--- config.mk ---
export PLATFORM = sky130hd
export DESIGN_NAME = core_dispatcher
export DESIGN_NICKNAME = d
export VERILOG_FILES = /design/src/rtl/core_dispatcher.sv
export SDC_FILE = /design/constraint.sdc
export NUM_CORES = 1
export LEC_CHECK = 0
export ABC_CLOCK_PERIOD_IN_PS = 2810
export CAP_MARGIN = 20
export CORE_ASPECT_RATIO = 2
export CORE_MARGIN = 2
export CORE_UTILIZATION = 40
export CTS_CLUSTER_SIZE = 20
export DETAILED_ROUTE_END_ITERATION = 8
export GPL_ROUTABILITY_DRIVEN = 0
export PLACE_DENSITY_LB_ADDON = 0.2
export SYNTH_ARGS = -nofsm -noshare
export SYNTH_HDL_FRONTEND = slang
export SYNTH_SLANG_ARGS = --single-unit
--- constraint.sdc ---
create_clock -name clk -period 2.81 [get_ports clk]
set_clock_uncertainty 0.2 [all_clocks]
set_input_delay 0.562 -clock clk [delete_from_list [all_inputs] [get_ports clk]]
set_output_delay 0.562 -clock clk [all_outputs]
set_load 0.05 [all_outputs]
--- src/rtl/core_dispatcher.sv ---
// rtl/core_dispatcher.sv - moves events between the event queue and the core array
// Pops queue-head events to idle cores, returns completions to the queue, strobes the monitor.
module core_dispatcher #(
  parameter int NUM_CORE = 4,
  parameter int NUM_LP   = 8,
  parameter int TIME_WID = 16,
  parameter int MSG_WID  = 32,
  localparam int NB_CORE = $clog2(NUM_CORE),
  localparam int CNT_W   = $clog2(NUM_CORE + 1)
) (
  input  logic                        clk,
  input  logic                        reset,
  input  logic                        q_deq_vld,
  input  logic [MSG_WID-1:0]          q_deq_msg,
  output logic                        q_deq_rdy,
  output logic                        q_enq_vld,
  output logic [MSG_WID-1:0]          q_enq_msg,
  input  logic                        q_enq_rdy,
  output logic [NUM_CORE-1:0]         core_req_vld,
  output logic [MSG_WID-1:0]          core_msg,
  input  logic [NUM_CORE-1:0]         core_done_vld,
  input  logic [NUM_CORE*MSG_WID-1:0] core_done_msg,
  output logic [NUM_CORE-1:0]         core_done_ack,
  output logic                        mon_sent_vld,
  output logic                        mon_rcv_vld,
  output logic [NB_CORE-1:0]          mon_core_id,
  output logic [MSG_WID-1:0]          mon_msg,
  output logic [CNT_W-1:0]            active_cnt,
  output logic                        err_spurious
);

  localparam int NB_LP = $clog2(NUM_LP);
  // Latched-message width collapses if the time + LP fields overflow the message.
  localparam int SEL_MSG_W = (TIME_WID + NB_LP <= MSG_WID) ? MSG_WID : 1;

  typedef enum logic [1:0] {IDLE, SEND, RECV} state_t;

  state_t                 state, state_nxt;
  logic [NUM_CORE-1:0]    busy, busy_nxt;
  logic [NB_CORE-1:0]     sel_id, sel_id_nxt;
  logic [NB_CORE-1:0]     rr_ptr, rr_ptr_nxt;
  logic [SEL_MSG_W-1:0]   sel_msg, sel_msg_nxt;
  logic [CNT_W-1:0]       cnt_nxt;

  logic [NUM_CORE-1:0]    pend;
  logic [NUM_CORE-1:0]    idle;
  logic                   idle_any;
  logic [NB_CORE-1:0]     rr_id;
  logic [NB_CORE-1:0]     idle_id;
  logic [NUM_CORE-1:0]    sel_onehot;
  logic [MSG_WID-1:0]     done_msg [NUM_CORE];

  for (genvar k = 0; k < NUM_CORE; k++) begin : g_split
    assign done_msg[k] = core_done_msg[k*MSG_WID +: MSG_WID];
  end

  assign pend       = core_done_vld & busy;
  assign idle       = ~busy;
  assign idle_any   = |idle;
  assign sel_onehot = {{(NUM_CORE-1){1'b0}}, 1'b1} << sel_id;

  // Descending scan so the smallest offset from rr_ptr wins.
  always_comb begin
    rr_id = rr_ptr;
    for (int i = NUM_CORE - 1; i >= 0; i--) begin
      if (pend[rr_ptr + NB_CORE'(i)]) rr_id = rr_ptr + NB_CORE'(i);
    end
  end

  always_comb begin
    idle_id = '0;
    for (int i = NUM_CORE - 1; i >= 0; i--) begin
      if (idle[i]) idle_id = NB_CORE'(i);
    end
  end

  always_comb begin
    cnt_nxt = '0;
    for (int i = 0; i < NUM_CORE; i++) begin
      cnt_nxt = cnt_nxt + CNT_W'(busy_nxt[i]);
    end
  end

  always_ff @(posedge clk) begin
    if (reset) begin
      state        <= IDLE;
      busy         <= '0;
      sel_id       <= '0;
      sel_msg      <= '0;
      rr_ptr       <= '0;
      active_cnt   <= '0;
      err_spurious <= 1'b0;
    end else begin
      state        <= state_nxt;
      busy         <= busy_nxt;
      sel_id       <= sel_id_nxt;
      sel_msg      <= sel_msg_nxt;
      rr_ptr       <= rr_ptr_nxt;
      active_cnt   <= cnt_nxt;
      err_spurious <= err_spurious | (|(core_done_vld & ~busy));
    end
  end

  // Completions take priority over dispatch so busy cores always drain.
  always_comb begin
    state_nxt   = state;
    busy_nxt    = busy;
    sel_id_nxt  = sel_id;
    sel_msg_nxt = sel_msg;
    rr_ptr_nxt  = rr_ptr;
    case (state)
      IDLE: begin
        if (|pend) begin
          sel_id_nxt  = rr_id;
          sel_msg_nxt = SEL_MSG_W'(done_msg[rr_id]);
          state_nxt   = RECV;
        end else if (q_deq_vld && idle_any) begin
          sel_id_nxt  = idle_id;
          sel_msg_nxt = SEL_MSG_W'(q_deq_msg);
          state_nxt   = SEND;
        end
      end
      SEND: begin
        busy_nxt[sel_id] = 1'b1;
        state_nxt        = IDLE;
      end
      RECV: begin
        if (q_enq_rdy) begin
          busy_nxt[sel_id] = 1'b0;
          rr_ptr_nxt       = sel_id + 1'b1;
          state_nxt        = IDLE;
        end
      end
      default: state_nxt = IDLE;
    endcase
  end

  // Reset masks the decode so an in-flight pop or ack is dropped.
  always_comb begin
    q_deq_rdy     = 1'b0;
    q_enq_vld     = 1'b0;
    q_enq_msg     = '0;
    core_req_vld  = '0;
    core_msg      = '0;
    core_done_ack = '0;
    mon_sent_vld  = 1'b0;
    mon_rcv_vld   = 1'b0;
    mon_core_id   = '0;
    mon_msg       = '0;
    if (!reset) begin
      case (state)
        SEND: begin
          q_deq_rdy    = 1'b1;
          core_req_vld = sel_onehot;
          core_msg     = MSG_WID'(sel_msg);
          mon_sent_vld = 1'b1;
          mon_core_id  = sel_id;
          mon_msg      = MSG_WID'(sel_msg);
        end
        RECV: begin
          q_enq_vld = 1'b1;
          q_enq_msg = MSG_WID'(sel_msg);
          if (q_enq_rdy) begin
            core_done_ack = sel_onehot;
            mon_rcv_vld   = 1'b1;
            mon_core_id   = sel_id;
            mon_msg       = MSG_WID'(sel_msg);
          end
        end
        default: ;
      endcase
    end
  end

endmodule

After elaboration in Yosys (flattened, before gate mapping)
Index checks and enable logic that the tools add are counted.
{"block": "word_totals", "reg_bits": 46, "latchBits": 0, "mem_bits_rw": 0, "rom_bits": 0, "memories": 0}
{"block": "classes", "n_addsub": 7, "mul": 0, "div_mod_pow": 0, "magnitude_cmp": 7, "eq_ne": 4, "shifts": 1, "mux": 53, "bitwise_logic": 8, "reduce_logical": 10}
{"op": "32-bit two-way mux", "n": 10}
{"op": "32-bit binary-select mux with 2-bit select", "n": 1}
{"op": "32-bit one-hot mux with 2 select lines", "n": 1}
{"op": "2-bit two-way mux", "n": 15}
{"op": "4-bit two-way mux", "n": 6}
{"op": "2-bit by 3-bit less-than comparator with 1-bit output (second input constant)", "n": 5}
{"op": "4-bit bitwise AND", "n": 3}
{"op": "1-bit two-way mux", "n": 12}
{"op": "4-bit OR reduction", "n": 3}
{"op": "1-bit binary-select mux with 2-bit select", "n": 4}
{"op": "4-bit NOT", "n": 2}
{"op": "2-bit one-hot mux with 2 select lines", "n": 2}
{"op": "4-bit one-hot mux with 2 select lines", "n": 1}
{"op": "2-bit AND reduction", "n": 3}
{"op": "2-bit by 1-bit adder with 2-bit output (second input constant)", "n": 2}
{"op": "2-bit adder (second input constant)", "n": 2}
{"op": "4-bit OR", "n": 1}
{"op": "1-bit by 2-bit << shifter with 4-bit output (first input constant)", "n": 1}
{"op": "2-bit by 1-bit adder with 3-bit output", "n": 1}
{"op": "3-bit by 1-bit adder with 3-bit output", "n": 1}
{"op": "3-bit >= comparator (second input constant)", "n": 1}
{"op": "3-bit != test (second input constant)", "n": 1}
{"op": "2-bit NOT with 3-bit output", "n": 1}
{"op": "1-bit by 1-bit adder with 2-bit output", "n": 1}
{"op": "other kinds (9)", "n": 10}

Logic depth before layout (Yosys ltp)
Gate-level depths: netlist of the first run.
{"block": "logic_depth", "word_depth": 12, "depth_mapped": 10, "mapped_depth_nobuf": 9}

Least setup slack after synthesis of the first run
OpenSTA, ideal clock, no wires.
{"block": "synth_timing", "kind": "input port to output port", "startpoint": "input reset", "endpoint": "output core_msg[25]", "t_arrival_ns": 2.181, "path_slack_ns": -0.133, "path_stages": 5, "path_cell_list": "buf_2 -> nor2b_1 -> clkbuf_1 -> clkbuf_1 -> and2_1"}
{"block": "synth_between", "elab_chain_cells": 1}
{"item": "from (decl)", "line_no": "12", "text": "input logic reset,"}
{"item": "32-bit two-way mux", "line_no": "150", "text": "if (!reset) begin"}
{"item": "to (decl)", "line_no": "20", "text": "output logic [MSG_WID-1:0] core_msg,"}
Every way passes these cells.

Worst setup path after layout of the first run
{"block": "layout_timing", "startpoint": "register state[1]", "endpoint": "output mon_msg[14]"}
{"block": "layout_between", "elab_chain_cells": 3}
{"item": "from (decl)", "line_no": "38", "text": "state_t state, state_nxt;"}
{"item": "from (signal assigned)", "line_no": "94", "text": "state <= state_nxt;"}
{"item": "2-bit equality test / 2-bit by 1-bit equality test with 1-bit output (equally long branches)", "line_no": "151", "text": "case (state)"}
{"item": "32-bit one-hot mux with 2 select lines *", "line_no": "151"}
{"item": "32-bit two-way mux *", "line_no": "150"}
{"item": "to (decl)", "line_no": "27", "text": "output logic [MSG_WID-1:0] mon_msg,"}
Mark *: on every way between the ends. The rest lies on a longest branch, timed or not.

==> results of run 1 <==
## area by class of cell
type	instances	area, sq um
timing repair buffer	337	4490
multi-input combinational	587	3830
fill	905	2780
sequential	46	923
tap	150	188
inverter	42	158
clock buffer	5	125
clock inverter	3	43.8
antenna	5	12.5
## power breakdown
group,total [uW],switching [uW],internal (uW),leakage [uW]
Sequential,831,98.6,733,0.000380
Combinational,909,416,493,0.00364
Clock,707,284,422,0.0000842
## routing by layer
metal,GRT usage,up-vias,wire length [um]
li1,-,3222,-
met1,0.322,3236,7640
met2,0.595,443,12700
met3,0.0460,109,1790
met4,0.196,0,1400
met5,0,-,0
## worst paths after layout
| path | start | depth (start not counted) | to |
|---|---|---|---|
| max reg2reg | state[1] | 9 | active_cnt[1] |
| min reg2reg | sel_msg[18] | 2 | sel_msg[18] |
| max | state[1] | 8 | mon_msg[14] |
| min | sel_msg[18] | 2 | sel_msg[18] |
## kinds of logic after synthesis
family                   Yosys count  synth area share
adder cells (fa/ha/maj)           10            0.0257
multiplexers                       1           0.00218
flip-flops                        46             0.179
AO/OA/AOI/OAI                    204             0.295
buffers and inverters            118             0.107
AND/OR/NAND/NOR                  372             0.391
## metrics by stage
stage                     cells  utilization  setup slack, ps  setup TNS (ps)
final                      1175        0.778            -6.29           -27.5
after CTS                  1167        0.769             33.0               0
after floorplan             751            -             81.0               0
after global placement     1157        0.753             -169           -6560
after global routing       1171        0.778            -53.6           -1270
after detailed placement   1157        0.753             -218           -8290
## cell usage in the layout, fill, tap and decap left out, types with 2 or more instances in the layout
cell type,n
a211oi_1,34
a21boi_0,15
a21boi_1,21
a21oi_1,12
a222oi_1,2
a22oi_1,32
a311oi_1,2
a311oi_4,2
a31oi_1,3
and2_1,110
and2_4,28
and3_1,36
and4_1,2
buf_12,121
buf_4,44
clkbuf_16,6
clkdlybuf4s50_1,170
dfxtp_1,44
dfxtp_2,2
diode_2,5
ha_1,8
inv_1,41
nand2_1,106
nand2_2,2
nand2b_1,2
nand3_1,37
nand3b_1,2
nand4_1,33
nor2_1,3
nor2b_1,4
nor2b_2,2
o21ai_0,33
o21ai_1,5
o311ai_0,2
o311ai_1,30
o31ai_4,2
## registers in the layout, summed over array words and instances (netlist names)
| name | count |
|---|---|
| busy | 4 |
| active_cnt | 3 |
| state | 2 |
| err_spurious | 1 |
| rr_ptr | 2 |
| sel_msg | 32 |
| sel_id | 2 |
## worst max-delay path, cell delays in order (launching register included)
cell	delay, ps
dfxtp_2	360
inv_1	80
ha_1	320
buf_4	140
nor3b_2	200
buf_4	190
buf_12	160
and2_4	170
buf_12	130
## what timing repair did
action                     CTS  global route
pin swaps                    1             1
buffers inserted             2             2
gates resized for setup     10            23
gates cloned                 0             1
setup endpoints to repair   34            34
==> summary.txt, run 1 <==
Finish
  • Share of layout cells above drive strength 1: 0.220
  • Area Growth Syn to Fin: 89.4%
  • Fin area: 9770 sq um
  • Nets: 1197

Floorplan
  • Io pins: 282
  • Placement row count: 58
  • Starting Density: 0.411
  • Core area: 12600 sq um
  • Total Die Area: 13900 sq um
  • Chip width: 84.3 um
  • Die Y: 165 um

Synth
  • Ranking of synthesized cells by area: dfxtp_1 (18%), and2_1 (17%), nand2_1 (7.7%), o311ai_1 (5.1%), a211oi_1 (4.9%)
  • Yosys reg bits: 46
  • Post-synth top flop: dfxtp_1
  • Synthesized instance count: 751
  • Synthesized area per cell: 6.87 sq um
  • Post-synth EDFFs: 0
  • Synth top area share: 0.179
  • Count leader, synth: and2_1
  • Synth cell types: 47
  • Mapped Area: 5160 sq um
  • Dominant cell type by area after synthesis: dfxtp_1
  • Synth warn: 0
  • Sequential area share after synthesis: 0.179
  • Async SR Flop Fraction: 0
  • Mapped Nets: 929
  • Post-synth top cells: and2_1 (139), nand2_1 (106), dfxtp_1 (46), inv_1 (41), clkbuf_1 (38)

Worst setup path
  • CP arrival: 2050 ps
  • Startpoint Class: flop
  • Type of destination of the critical path: primary output
  • Critical path fanouts, max: 12
  • Critical path class: flop to primary output
  • Flop2flop setup slack: 220 ps
  • Required @ worst endpoint: 2050 ps

Global route
  • Initial antenna violation count: 1
  • Vias in the first global route: 6911
  • Gr usage total: 0.317
  • Global-route wire length before repair: 35100 um
  • Pin count of the biggest net entering global routing: 42
  • Total gr overflow: 0

Clock tree
  • # H-tree levels: 2
  • CTS sink cnt: 46
  • CTS tree: built
  • Worst-skew pair later-pin latency: 290 ps
  • Cts hold-fix bufs: 0
  • Clk slew on worst S/H paths: 70 ps
  • Clk root buf: clkbuf_16
  • Longest Clk Path Bufs: 2
  • CTS Buf Count: 5

STA
  • Final worst path period share: 1.00
  • Min Tclk post-route: 2820 ps
  • Pins Over Slew Limit: 0
  • Final setup vio count: 11
  • RSZ-0062 raised after global routing: yes
  • Final worst slack: -6.29 ps
  • Worst Tran Pin Value: 525 ps
  • Hold Vio Cnt, Final: 0
  • Slew headroom: 0.649
  • Hold_ws: 286 ps
  • Max Fclk: 355 MHz

Drt
  • Via count: 7010
  • Drt pass-1 iters: 6
  • Detailed Route Iter0 Violations: 588
  • WL final: 23600 um
  • Antenna-violating nets left: 0
  • Vias per cell: 5.97
  • DRC: 0
  • Avg WL per Cell: 20.1 um

Placed design
  • Input/output buffers: 281
  • Placed inst area: 9450 sq um
  • HPWL after DPL: 17700 um

Power and ir drop
  • Maximum vdd drop: 0.000395 V
  • Leak: 0.00410 uW
  • Pwr dens: 250 nW/um^2
  • Total Power: 2450 uW

Outcome
  • Outcome: finished with violations
  • Failing checks: setup timing

Worst hold path
  • Class of the worst hold path: flop to flop

Flow run
  • Max cap viols: 0
Note: power is estimated with default switching activity, not from simulation.
==> inputs of run 2 (changes only) <==
--- a/config.mk
+++ b/config.mk
@@ -8,12 +8,12 @@
 export ABC_CLOCK_PERIOD_IN_PS = 2810
 export CAP_MARGIN = 20
 export CORE_ASPECT_RATIO = 2
-export CORE_MARGIN = 2
 export CORE_UTILIZATION = 40
 export CTS_CLUSTER_SIZE = 20
 export DETAILED_ROUTE_END_ITERATION = 8
 export GPL_ROUTABILITY_DRIVEN = 0
 export PLACE_DENSITY_LB_ADDON = 0.2
+export SLEW_MARGIN = 20
 export SYNTH_ARGS = -nofsm -noshare
 export SYNTH_HDL_FRONTEND = slang
 export SYNTH_SLANG_ARGS = --single-unit
==> summary.txt, run 2 (same netlist as run 1, synthesis figures left out) <==
STA
  • Worst Tran Pin Value: 511 ps (was 525 ps)
  • Final worst slack: 48.9 ps (was -6.29 ps)
  • Pins Over Slew Limit: 0 (unchanged)
  • Min Tclk post-route: 2760 ps (was 2820 ps)
  • Slew headroom: 0.658 (was 0.649)
  • Hold_ws: 273 ps (was 286 ps)
  • Final setup vio count: 0 (was 11)
  • Max Fclk: 362 MHz (was 355 MHz)
  • Hold Vio Cnt, Final: 0 (unchanged)
  • Final worst path period share: 0.983 (was 1.00)

Finish
  • Fin area: 9880 sq um (was 9770 sq um)
  • Final Non-Filler Cells: 1182 (was 1175)
  • Most flops, register: sel_msg (unchanged)
  • Most frequent cells in the layout: clkdlybuf4s50_1 (169), buf_12 (128), and2_1 (124), nand2_1 (106), buf_4 (47) (was clkdlybuf4s50_1 (170), buf_12 (121), and2_1 (110), nand2_1 (106))
  • Max FFs per register: 32 (unchanged)
  • Share of layout cells above drive strength 1: 0.215 (was 0.220)
  • Area taken by flip-flops and latches: 923 sq um (unchanged)
  • Largest regs: sel_msg x32, busy x4, active_cnt x3 (unchanged)
  • Nets: 1209 (was 1197)
  • Area of the multi-input gates: 3800 sq um (was 3830 sq um)
  • # diodes: 0 (was 5)
  • Area Growth Syn to Fin: 91.5% (was 89.4%)
  • Fill cells: 880 (was 905)
  • Most common cell after layout, fill and taps aside: clkdlybuf4s50_1 (unchanged)

Worst setup path
  • Critical path fanouts, max: 18 (was 12)
  • Crit path buf inv count: 5 (unchanged)
  • Worst-path cell chain: inv_1, ha_1, buf_4, nor3b_2, buf_4, buf_12, and2_1, buf_12 (was inv_1, ha_1, buf_4, nor3b_2, buf_4, buf_12, and2_4, buf_12)
  • Startpoint Class: flop (unchanged)
  • Critical path class: flop to primary output (unchanged)
  • Required @ worst endpoint: 2050 ps (about the same)
  • Max stage delay cell, worst path: dfxtp_2 (unchanged)
  • Crit-path max cell delay: 350 ps (was 360 ps)
  • Type of destination of the critical path: primary output (unchanged)
  • CP arrival: 2000 ps (was 2050 ps)
  • CP delay by family, top: buffers and inverters (unchanged)

Placed design
  • Placed inst area: 9620 sq um (was 9450 sq um)
  • HPWL after DPL: 18100 um (was 17700 um)
  • Dpl ws: -119 ps (was -218 ps)
  • DP Cell Count: 1169 (was 1157)
  • Input/output buffers: 281 (unchanged)

Global route
  • Pin count of the biggest net entering global routing: 34 (was 42)
  • Total gr overflow: 0 (unchanged)
  • Vias in the first global route: 6979 (was 6911)
  • Met2 Use GR: 0.631 (was 0.595)
  • Met1 Use GR: 0.348 (was 0.322)
  • Initial antenna violation count: 0 (was 1)
  • Global-route wire length before repair: 35600 um (was 35100 um)
  • GR Util met3: 0.0672 (was 0.0460)
  • Gr usage total: 0.350 (was 0.317)
  • Busiest grt layer: met2 (unchanged)

Floorplan
  • Core area: 12600 sq um (unchanged)
  • Chip width: 82.3 um (was 84.3 um)
  • Placement row count: 58 (unchanged)
  • Die Y: 163 um (was 165 um)
  • Io pins: 282 (unchanged)
  • Total Die Area: 13400 sq um (was 13900 sq um)
  • Starting Density: 0.411 (unchanged)

Clock tree
  • Worst-skew pair later-pin latency: 300 ps (was 290 ps)
  • Longest Clk Path Bufs: 2 (unchanged)
  • CTS sink cnt: 46 (unchanged)
  • CTS Buf Count: 5 (unchanged)
  • Cts hold-fix bufs: 0 (unchanged)
  • CTS tree: built (unchanged)
  • Clk slew on worst S/H paths: 80 ps (was 70 ps)
  • Clk root buf: clkbuf_16 (unchanged)
  • # H-tree levels: 2 (unchanged)

Flow run
  • Max cap viols: 0 (unchanged)

Drt
  • Antenna-violating nets left: 0 (unchanged)
  • Drt pass-1 iters: 5 (was 6)
  • DRC: 0 (unchanged)
  • Via count: 6965 (was 7010)
  • Avg WL per Cell: 19.9 um (was 20.1 um)
  • Vias per cell: 5.89 (was 5.97)
  • WL final: 23500 um (was 23600 um)
  • Detailed Route Iter0 Violations: 381 (was 588)

Outcome
  • Outcome: finished, final reports clean (was finished with violations)

Power and ir drop
  • Pwr dens: 241 nW/um^2 (was 250 nW/um^2)
  • Leak: 0.00417 uW (was 0.00410 uW)
  • Maximum vdd drop: 0.000250 V (was 0.000395 V)

Worst hold path
  • Class of the worst hold path: flop to flop (unchanged)
[run 2: cell types whose count changed in the layout (fill, tap and decap cells not counted), moves of 2 or more]
cell        previous run  this run
clkinvlp_4             0         2
and2_4                28        14
and2_1               110       124
buf_12               121       128
diode_2                5         0
buf_6                  0         3
buf_4                 44        47
[run 2: timing repair]
action | 4_1_cts | 5_1_grt
setup endpoints to repair | 34 | 54
endpoints found under the hold margin | 0 | 0
gates cloned | 1 | 0
buffers inserted | 1 | 3
pin swaps | 1 | 2
gates resized for setup | 19 | 8
[run 2: cell type report]
cell class / instances / share of cell area
clock buffers: 5 / 0.0127
clock inverters: 3 / 0.00241
inverters: 42 / 0.0160
multi-input cells: 587 / 0.385
flip-flops and latches: 46 / 0.0935
well taps: 150 / 0.0190
repair buffers: 349 / 0.472
[run 2: layer usage]
metal | wire, um | up-vias | part of all wire
met5 | 0 | - | 0
met3 | 1700 | 98 | 0.073
met4 | 1480 | 0 | 0.063
met1 | 7580 | 3225 | 0.32
met2 | 12700 | 398 | 0.54
li1 | - | 3244 | -
[run 2: worst paths after layout]
kind,from,slack (ps),cells after the start,endpoint
setup / recovery,state[0],50,8,mon_msg[8]
hold / removal,sel_msg[17],270,2,sel_msg[17]
setup reg to reg,state[1],210,10,active_cnt[1]
hold reg to reg,sel_msg[17],270,2,sel_msg[17]
[run 2: tightest hold or removal path: stages (launching register included)]
cell,delay (ps)
dfxtp_1,320
nand2_1,50
nand3_1,50
[run 2: power breakdown]
group / internal (uW) / switching, uW
Combinational: 496 / 416
Clock: 334 / 302
Sequential: 733 / 98.2
Total: 1560 / 816
[run 2: stage by stage]
step	setup TNS (ps)	util	total power, uW
2_1_floorplan	0	-	1210
3_3_place_gp	-374	0.766	1710
3_5_place_dp	-3320	0.766	1730
4_1_cts	0	0.783	2360
5_1_grt	-2.31	0.787	2460
6_report	0	0.787	2380
==> inputs of run 3 (changes only) <==
--- a/config.mk
+++ b/config.mk
@@ -12,6 +12,7 @@
 export CTS_CLUSTER_SIZE = 20
 export DETAILED_ROUTE_END_ITERATION = 8
 export GPL_ROUTABILITY_DRIVEN = 0
+export MAX_ROUTING_LAYER = met4
 export PLACE_DENSITY_LB_ADDON = 0.2
 export SLEW_MARGIN = 20
 export SYNTH_ARGS = -nofsm -noshare
==> summary.txt, run 3 (same netlist as run 1, synthesis figures left out) <==
Worst setup path
  • Crit-path max cell delay: 350 ps (about the same)
  • Reg2reg end: active_cnt[1] (unchanged)
  • Worst R2R Start: state[1] (unchanged)
  • Critical path fanouts, max: 18 (unchanged)
  • Max stage delay cell, worst path: dfxtp_2 (unchanged)
  • Worst r2r path cells: 10 (unchanged)
  • Critical path class: flop to primary output (unchanged)
  • Required @ worst endpoint: 2050 ps (about the same)
  • CP arrival: 2000 ps (about the same)
  • Startpoint Class: flop (unchanged)
  • Type of destination of the critical path: primary output (unchanged)
  • CP delay by family, top: buffers and inverters (unchanged)
  • Flop2flop setup slack: 210 ps (about the same)
  • Crit path buf inv count: 5 (unchanged)
  • Worst-path cell chain: inv_1, ha_1, buf_4, nor3b_2, buf_4, buf_12, and2_1, buf_12 (unchanged)

Flow run
  • Max cap viols: 0 (unchanged)

Floorplan
  • Core area: 12600 sq um (unchanged)
  • Die Y: 163 um (unchanged)
  • Placement row count: 58 (unchanged)
  • Chip width: 82.3 um (unchanged)
  • Io pins: 282 (unchanged)
  • Starting Density: 0.411 (unchanged)
  • Total Die Area: 13400 sq um (unchanged)

Global route
  • Vias in the first global route: 6992 (was 6979)
  • Pin count of the biggest net entering global routing: 34 (unchanged)
  • Global-route wire length before repair: 35600 um (about the same)
  • Gr usage total: 0.360 (was 0.350)
  • Total gr overflow: 0 (unchanged)
  • Initial antenna violation count: 0 (unchanged)

Drt
  • Antenna-violating nets left: 0 (unchanged)
  • Detailed Route Iter0 Violations: 361 (was 381)
  • DRC: 0 (unchanged)
  • WL final: 23500 um (about the same)
  • Drt pass-1 iters: 5 (unchanged)
  • Via count: 7023 (was 6965)
  • Avg WL per Cell: 19.8 um (was 19.9 um)
  • Vias per cell: 5.94 (was 5.89)

Finish
  • # diodes: 0 (unchanged)
  • Largest regs: sel_msg x32, busy x4, active_cnt x3 (unchanged)
  • Area Growth Syn to Fin: 91.6% (was 91.5%)
  • Most frequent cells in the layout: clkdlybuf4s50_1 (169), buf_12 (128), and2_1 (122), nand2_1 (106), buf_4 (47) (was clkdlybuf4s50_1 (169), buf_12 (128), and2_1 (124), nand2_1 (106), buf_4 (47))
  • Most flops, register: sel_msg (unchanged)
  • Most common cell after layout, fill and taps aside: clkdlybuf4s50_1 (unchanged)
  • Max FFs per register: 32 (unchanged)
  • Share of layout cells above drive strength 1: 0.217 (was 0.215)
  • Nets: 1209 (unchanged)

STA
  • Max Fclk: 362 MHz (about the same)
  • Final worst slack: 44.4 ps (was 48.9 ps)
  • Hold Vio Cnt, Final: 0 (unchanged)
  • Hold_ws: 272 ps (was 273 ps)
  • Min Tclk post-route: 2770 ps (was 2760 ps)
  • Pins Over Slew Limit: 0 (unchanged)
  • Final worst path period share: 0.984 (was 0.983)
  • Setup TNS: 0 ps (unchanged)
  • Worst Tran Pin Value: 511 ps (about the same)
  • RSZ-0062 raised after global routing: no
  • Slew headroom: 0.658 (about the same)
  • Final setup vio count: 0 (unchanged)

Clock tree
  • CTS tree: built (unchanged)
  • Longest Clk Path Bufs: 2 (unchanged)
  • Cts hold-fix bufs: 0 (unchanged)
  • Clk root buf: clkbuf_16 (unchanged)
  • # H-tree levels: 2 (unchanged)
  • Worst-skew pair later-pin latency: 300 ps (about the same)
  • Clk slew on worst S/H paths: 70 ps (was 80 ps)
  • CTS Buf Count: 5 (unchanged)
  • CTS sink cnt: 46 (unchanged)

Worst hold path
  • HP Start: sel_msg[17] (unchanged)
  • Class of the worst hold path: flop to flop (unchanged)
  • Worst-case hold path end point: sel_msg[17] (unchanged)
  • WHS Path Cells: 2 (unchanged)

Power and ir drop
  • Leak: 0.00417 uW (about the same)
  • Total Power: 2380 uW (about the same)
  • Pwr dens: 240 nW/um^2 (was 241 nW/um^2)
  • Maximum vdd drop: 0.000248 V (was 0.000250 V)

Outcome
  • Outcome: finished, final reports clean (unchanged)

Placed design
  • Input/output buffers: 281 (unchanged)
  • Dpl ws: -119 ps (unchanged)
  • HPWL after DPL: 18100 um (unchanged)
run 3: cell types whose count changed in the layout (fill, tap and decap cells not counted):
cell	previous run	this run
and2_1	124	122
and2_4	14	16
run 3: stage by stage:
stage	util	instances	instance area, sq um
floorplan	-	751	5160
global placement	0.766	1169	9620
detailed placement	0.766	1169	9620
CTS	0.783	1179	9830
global route	0.787	1182	9880
finish	0.787	1182	9880
run 3: worst register-to-register path, delay by kind of cell (launching register included):
family          cells  cell delay [ps]
compound gates      2              340
flops               1              320
fa+ha+maj           4             1100
simple gates        2              230
buf+inv             2              290
run 3: timing repair:
action,4_1_cts,5_1_grt
pin swaps,1,2
gates cloned,1,0
setup endpoints to repair,34,54
gates resized for setup,19,10
setup buffers,1,3
run 3: final cells by class:
| class | count | area, sq um |
|---|---|---|
| clock buffer | 5 | 125 |
| clock inverter | 3 | 23.8 |
| fill | 881 | 2670 |
| inverter | 42 | 158 |
| multi-input combinational | 587 | 3800 |
| sequential | 46 | 923 |
| tap | 150 | 188 |
| timing repair buffer | 349 | 4660 |
run 3: how the worst max path moves through the flow:
| stage | depth (start not counted) | to | start | slack, ps |
|---|---|---|---|---|
| floorplan | 4 | q_enq_msg[22] | reset | 80 |
| global route | 8 | mon_msg[30] | state[0] | 1 |
| detailed placement | 8 | active_cnt[1] | q_enq_rdy | -120 |
| finish | 8 | mon_msg[8] | state[0] | 40 |
| global placement | 8 | active_cnt[1] | q_enq_rdy | -90 |
| CTS | 9 | mon_msg[8] | state[0] | 30 |
run 3: where the power goes:
part           total, uW  switching, uW  internal (uW)
Combinational        913            416            496
Sequential           830           97.9            732
Clock                633            299            334
run 3: layer usage:
metal  routed length, um  GRT usage
met1                7650      0.350
met3                1620     0.0655
met2               12700      0.633
met5                   0          -
met4                1500      0.227
==> RTL change 1, RTL diff (settings of run 1) <==
Change the parameter `NUM_CORE` from 4 to 8.
--- a/src/rtl/core_dispatcher.sv
+++ b/src/rtl/core_dispatcher.sv
@@ -3,3 +3,3 @@
 module core_dispatcher #(
-  parameter int NUM_CORE = 4,
+  parameter int NUM_CORE = 8,
   parameter int NUM_LP   = 8,
Ports: changed (6 resized); port bits go from 282 to 424. No check against the original RTL was run, so the function may have changed too.
==> RTL change 1 against run 1 <==
- the run now fails in 5_1_grt
- area after synthesis rose by 33%
==> RTL change 1: results <==
clock_tree:
  cts.sinks: 53
  cts_made_buffers: 5
  cts_max_level: 2
  ctsRootBufferMaster: "clkbuf_16"
  clockBufferDepth: 2
yosys:
  synthFlopType: "dfxtp_1"
  syn_avg_cell_area_um2: 8.04
  ys_seq_area_frac: 0.155
  syn-num-nets: 1171
  async_flop_share: 0
  synth_warnings: 0
  synth_compound_area_frac: 0.225
  ys_types: 73
  yosys-top-cells-area: "mux2i_1 16%, dfxtp_1 15%, and2_1 9.7%"
  synth-edff-count: 0
  synth.area.mux_share: 0.284
  synthAdderAreaFrac: 0.0372
  netlist_top_cells_count: "113 x mux2i_1, 106 x and2_1, 70 x nor2_1"
  synthXorXnorAreaFrac: 0.00748
place:
  portBuffers: 423
  dp.cells: 1556
  hpwl_um: 30300
  place_ws_ps: -1580
status:
  error: "[ERROR GRT-0232] Routing congestion too high. Check the congestion heatmap in the GUI."
  outcome: "did not finish"
  stop_stage: "5_1_grt"
grt:
  grt_overflow: 6
  grt_max_degree: 54
  grt_usage: 0.693
sta:
  postGrtWorstEndpoint: "active_cnt[1]$_SDFF_PP0_/D"
  worst_path_end_type: "register data pin"
RTL change 1: changes by cell type after synthesis, moves of 22 or more:
cell | run 1 | this run
and2_1 | 139 | 106
mux2i_1 | 0 | 113
nand4_1 | 33 | 5
o311ai_1 | 30 | 0
a211oi_1 | 34 | 10
mux2_2 | 1 | 52
nand2_1 | 106 | 46
o221ai_1 | 0 | 24
a21oi_1 | 12 | 38
o2bb2ai_1 | 0 | 22
nand3_1 | 37 | 10
a22oi_1 | 32 | 3
nor2_1 | 3 | 70
RTL change 1: layer usage:
layer,track usage,GRT overflow
met5,0.110,0
met4,0.677,2
met3,0.575,0
met2,0.866,4
met1,0.663,0
RTL change 1: timing repair:
item / 4_1_cts
endpoints found under the setup margin: 81
hold endpoints to repair: 0
buffers inserted: 36
cloned: 14
resized for setup: 180
pin swaps: 45
RTL change 1: kinds of logic after synthesis:
logic type / Yosys count
adder cells (fa/ha/maj): 18
multiplexers: 176
flip-flops: 53
buffers and inverters: 98
AND/OR/NAND/NOR: 280
XOR/XNOR: 5
AO/OA/AOI/OAI: 223
RTL change 1: per-stage QoR:
step                hold slack (ps)  area, µm²  setup TNS (ps)  utilization
floorplan                       273       7140          -10290            -
global placement                296      13600          -48350        0.812
detailed placement              293      13600          -53230        0.812
CTS                             322      15100          -22880        0.903
==> RTL change 2, RTL diff (flow settings as in run 1) <==
Without the edit above. The output `active_cnt` loses its register stage (`active_cnt` becomes a continuous assignment).
--- a/src/rtl/core_dispatcher.sv
+++ b/src/rtl/core_dispatcher.sv
@@ -90,3 +90,2 @@
       rr_ptr       <= '0;
-      active_cnt   <= '0;
       err_spurious <= 1'b0;
@@ -98,3 +97,2 @@
       rr_ptr       <= rr_ptr_nxt;
-      active_cnt   <= cnt_nxt;
       err_spurious <= err_spurious | (|(core_done_vld & ~busy));
@@ -102,2 +100,4 @@
   end
+
+  assign active_cnt = cnt_nxt;
 
Check against the original RTL: not equivalent (Yosys sat finds a counterexample within 4 cycles, from zero or initial values and one cycle with reset high).
==> RTL change 2 against run 1 <==
- the flow still finishes with violations (setup timing)
- critical path depth up 1
- sequential cell count shrank 3
- setup slack got worse by 400 ps
- wire length is 1.6% lower
- maximum frequency shrank 12%
- highest routed layer unchanged
- total power grew 0.37%
- critical endpoint is now active_cnt[1]
- largest cell class unchanged
- final cell count is 0.26% higher
- area after synthesis shrank 1.6%
- non-clock buffer count increased by 13
- design area up 0.85%
==> RTL change 2: results <==
status:
  outcome: "complete, but fails checks"
  violations: "setup timing"
grt:
  grt_util_met1: 0.337
  grt_usage: 0.323
  grtUsageMet3: 0.0419
  use_met2: 0.611
  grt_pass1_vias: 6733
  grt_pass1_wl_um: 35400
  grt_max_degree: 47
sta:
  worstMarginPinSlew_ps: 516
  worst_slack_ps: -407
  whs_ps: 274
  setup_viol: 3
  fin_crit_sh: 1.14
setup_path:
  crit_arrival_ps: 2460
  critPathMaxStageDelay_ps: 490
  crit_path_end: "active_cnt[1]"
  r2r_slack_ps: 510
  timing.rr.end: "sel_msg[19]"
  crit_slowest_cell: "fa_1"
  r2r_start: "busy[3]"
  critPathMaxFanout: 4
detailed_routing:
  wl_met3_um: 1470
  first_pass_iters: 8
  m1WireLength_um: 7830
  wl_met2_um: 12500
  routed_via_density: 5.85
  wl_per_cell_um: 19.7
pwr:
  p_leak_nw: 4.12
  peakVddDrop_uv: 240
yosys:
  ys_types: 47
  netlist_top_cells_count: "139 x and2_1, 107 x nand2_1, 43 x dfxtp_1"
  syn-num-nets: 922
  yosys-top-cells-area: "and2_1 17%, dfxtp_1 17%, nand2_1 7.9%"
  async_flop_share: 0
place:
  hpwl_um: 17600
cells_and_area:
  drive_gt1_frac: 0.222
  reg_top3: "sel_msg x32, busy x4"
  nets: 1204
clock_tree:
  clkLatencyLatePin_ps: 290
RTL change 2: logic make-up after synthesis:
group / count (synthesis) / share of synthesized area
simple gates: 369 / 0.394
flops: 43 / 0.170
fa+ha+maj: 10 / 0.0261
mux: 1 / 0.00222
buf+inv: 117 / 0.108
compound gates: 204 / 0.300
RTL change 2: repair_timing:
action | in CTS | in global routing
setup endpoints to repair | 41 | 39
pin swaps | 10 | 7
setup buffers | 5 | 3
hold endpoints to repair | 0 | 0
gates resized for setup | 23 | 11
RTL change 2: layout make-up:
class | instances | area [µm²]
fill | 837 | 2630
tap | 150 | 188
clock inverter | 2 | 35.0
multi-input combinational | 584 | 3830
clock buffer | 6 | 139
antenna | 1 | 2.50
sequential | 43 | 871
inverter | 42 | 163
timing repair buffer | 350 | 4630
RTL change 2: through the flow:
| step | cells | power [mW] | setup slack [ps] | area (µm²) |
|---|---|---|---|---|
| detailed placement | 1161 | 1.71 | -569 | 9500 |
| global route | 1178 | 2.55 | -463 | 9850 |
| CTS | 1174 | 2.43 | -339 | 9780 |
| floorplan | 744 | 1.16 | -47.8 | 5100 |
| finish | 1178 | 2.46 | -407 | 9850 |
| global placement | 1161 | 1.69 | -526 | 9500 |
RTL change 2: worst max-delay path: cells and delay by family (launching register included):
kind | cells | cell delay [ps]
and+or+nand+nor | 2 | 190
DFF | 1 | 380
adders and majority gates | 4 | 1240
buffers and inverters | 2 | 180
AOI/OAI and AO/OA | 1 | 170
RTL change 2: report_power, final:
group | internal [mW] | switching, mW | total [mW]
Combinational | 0.529 | 0.436 | 0.965
Clock | 0.443 | 0.262 | 0.705
Sequential | 0.689 | 0.0965 | 0.786
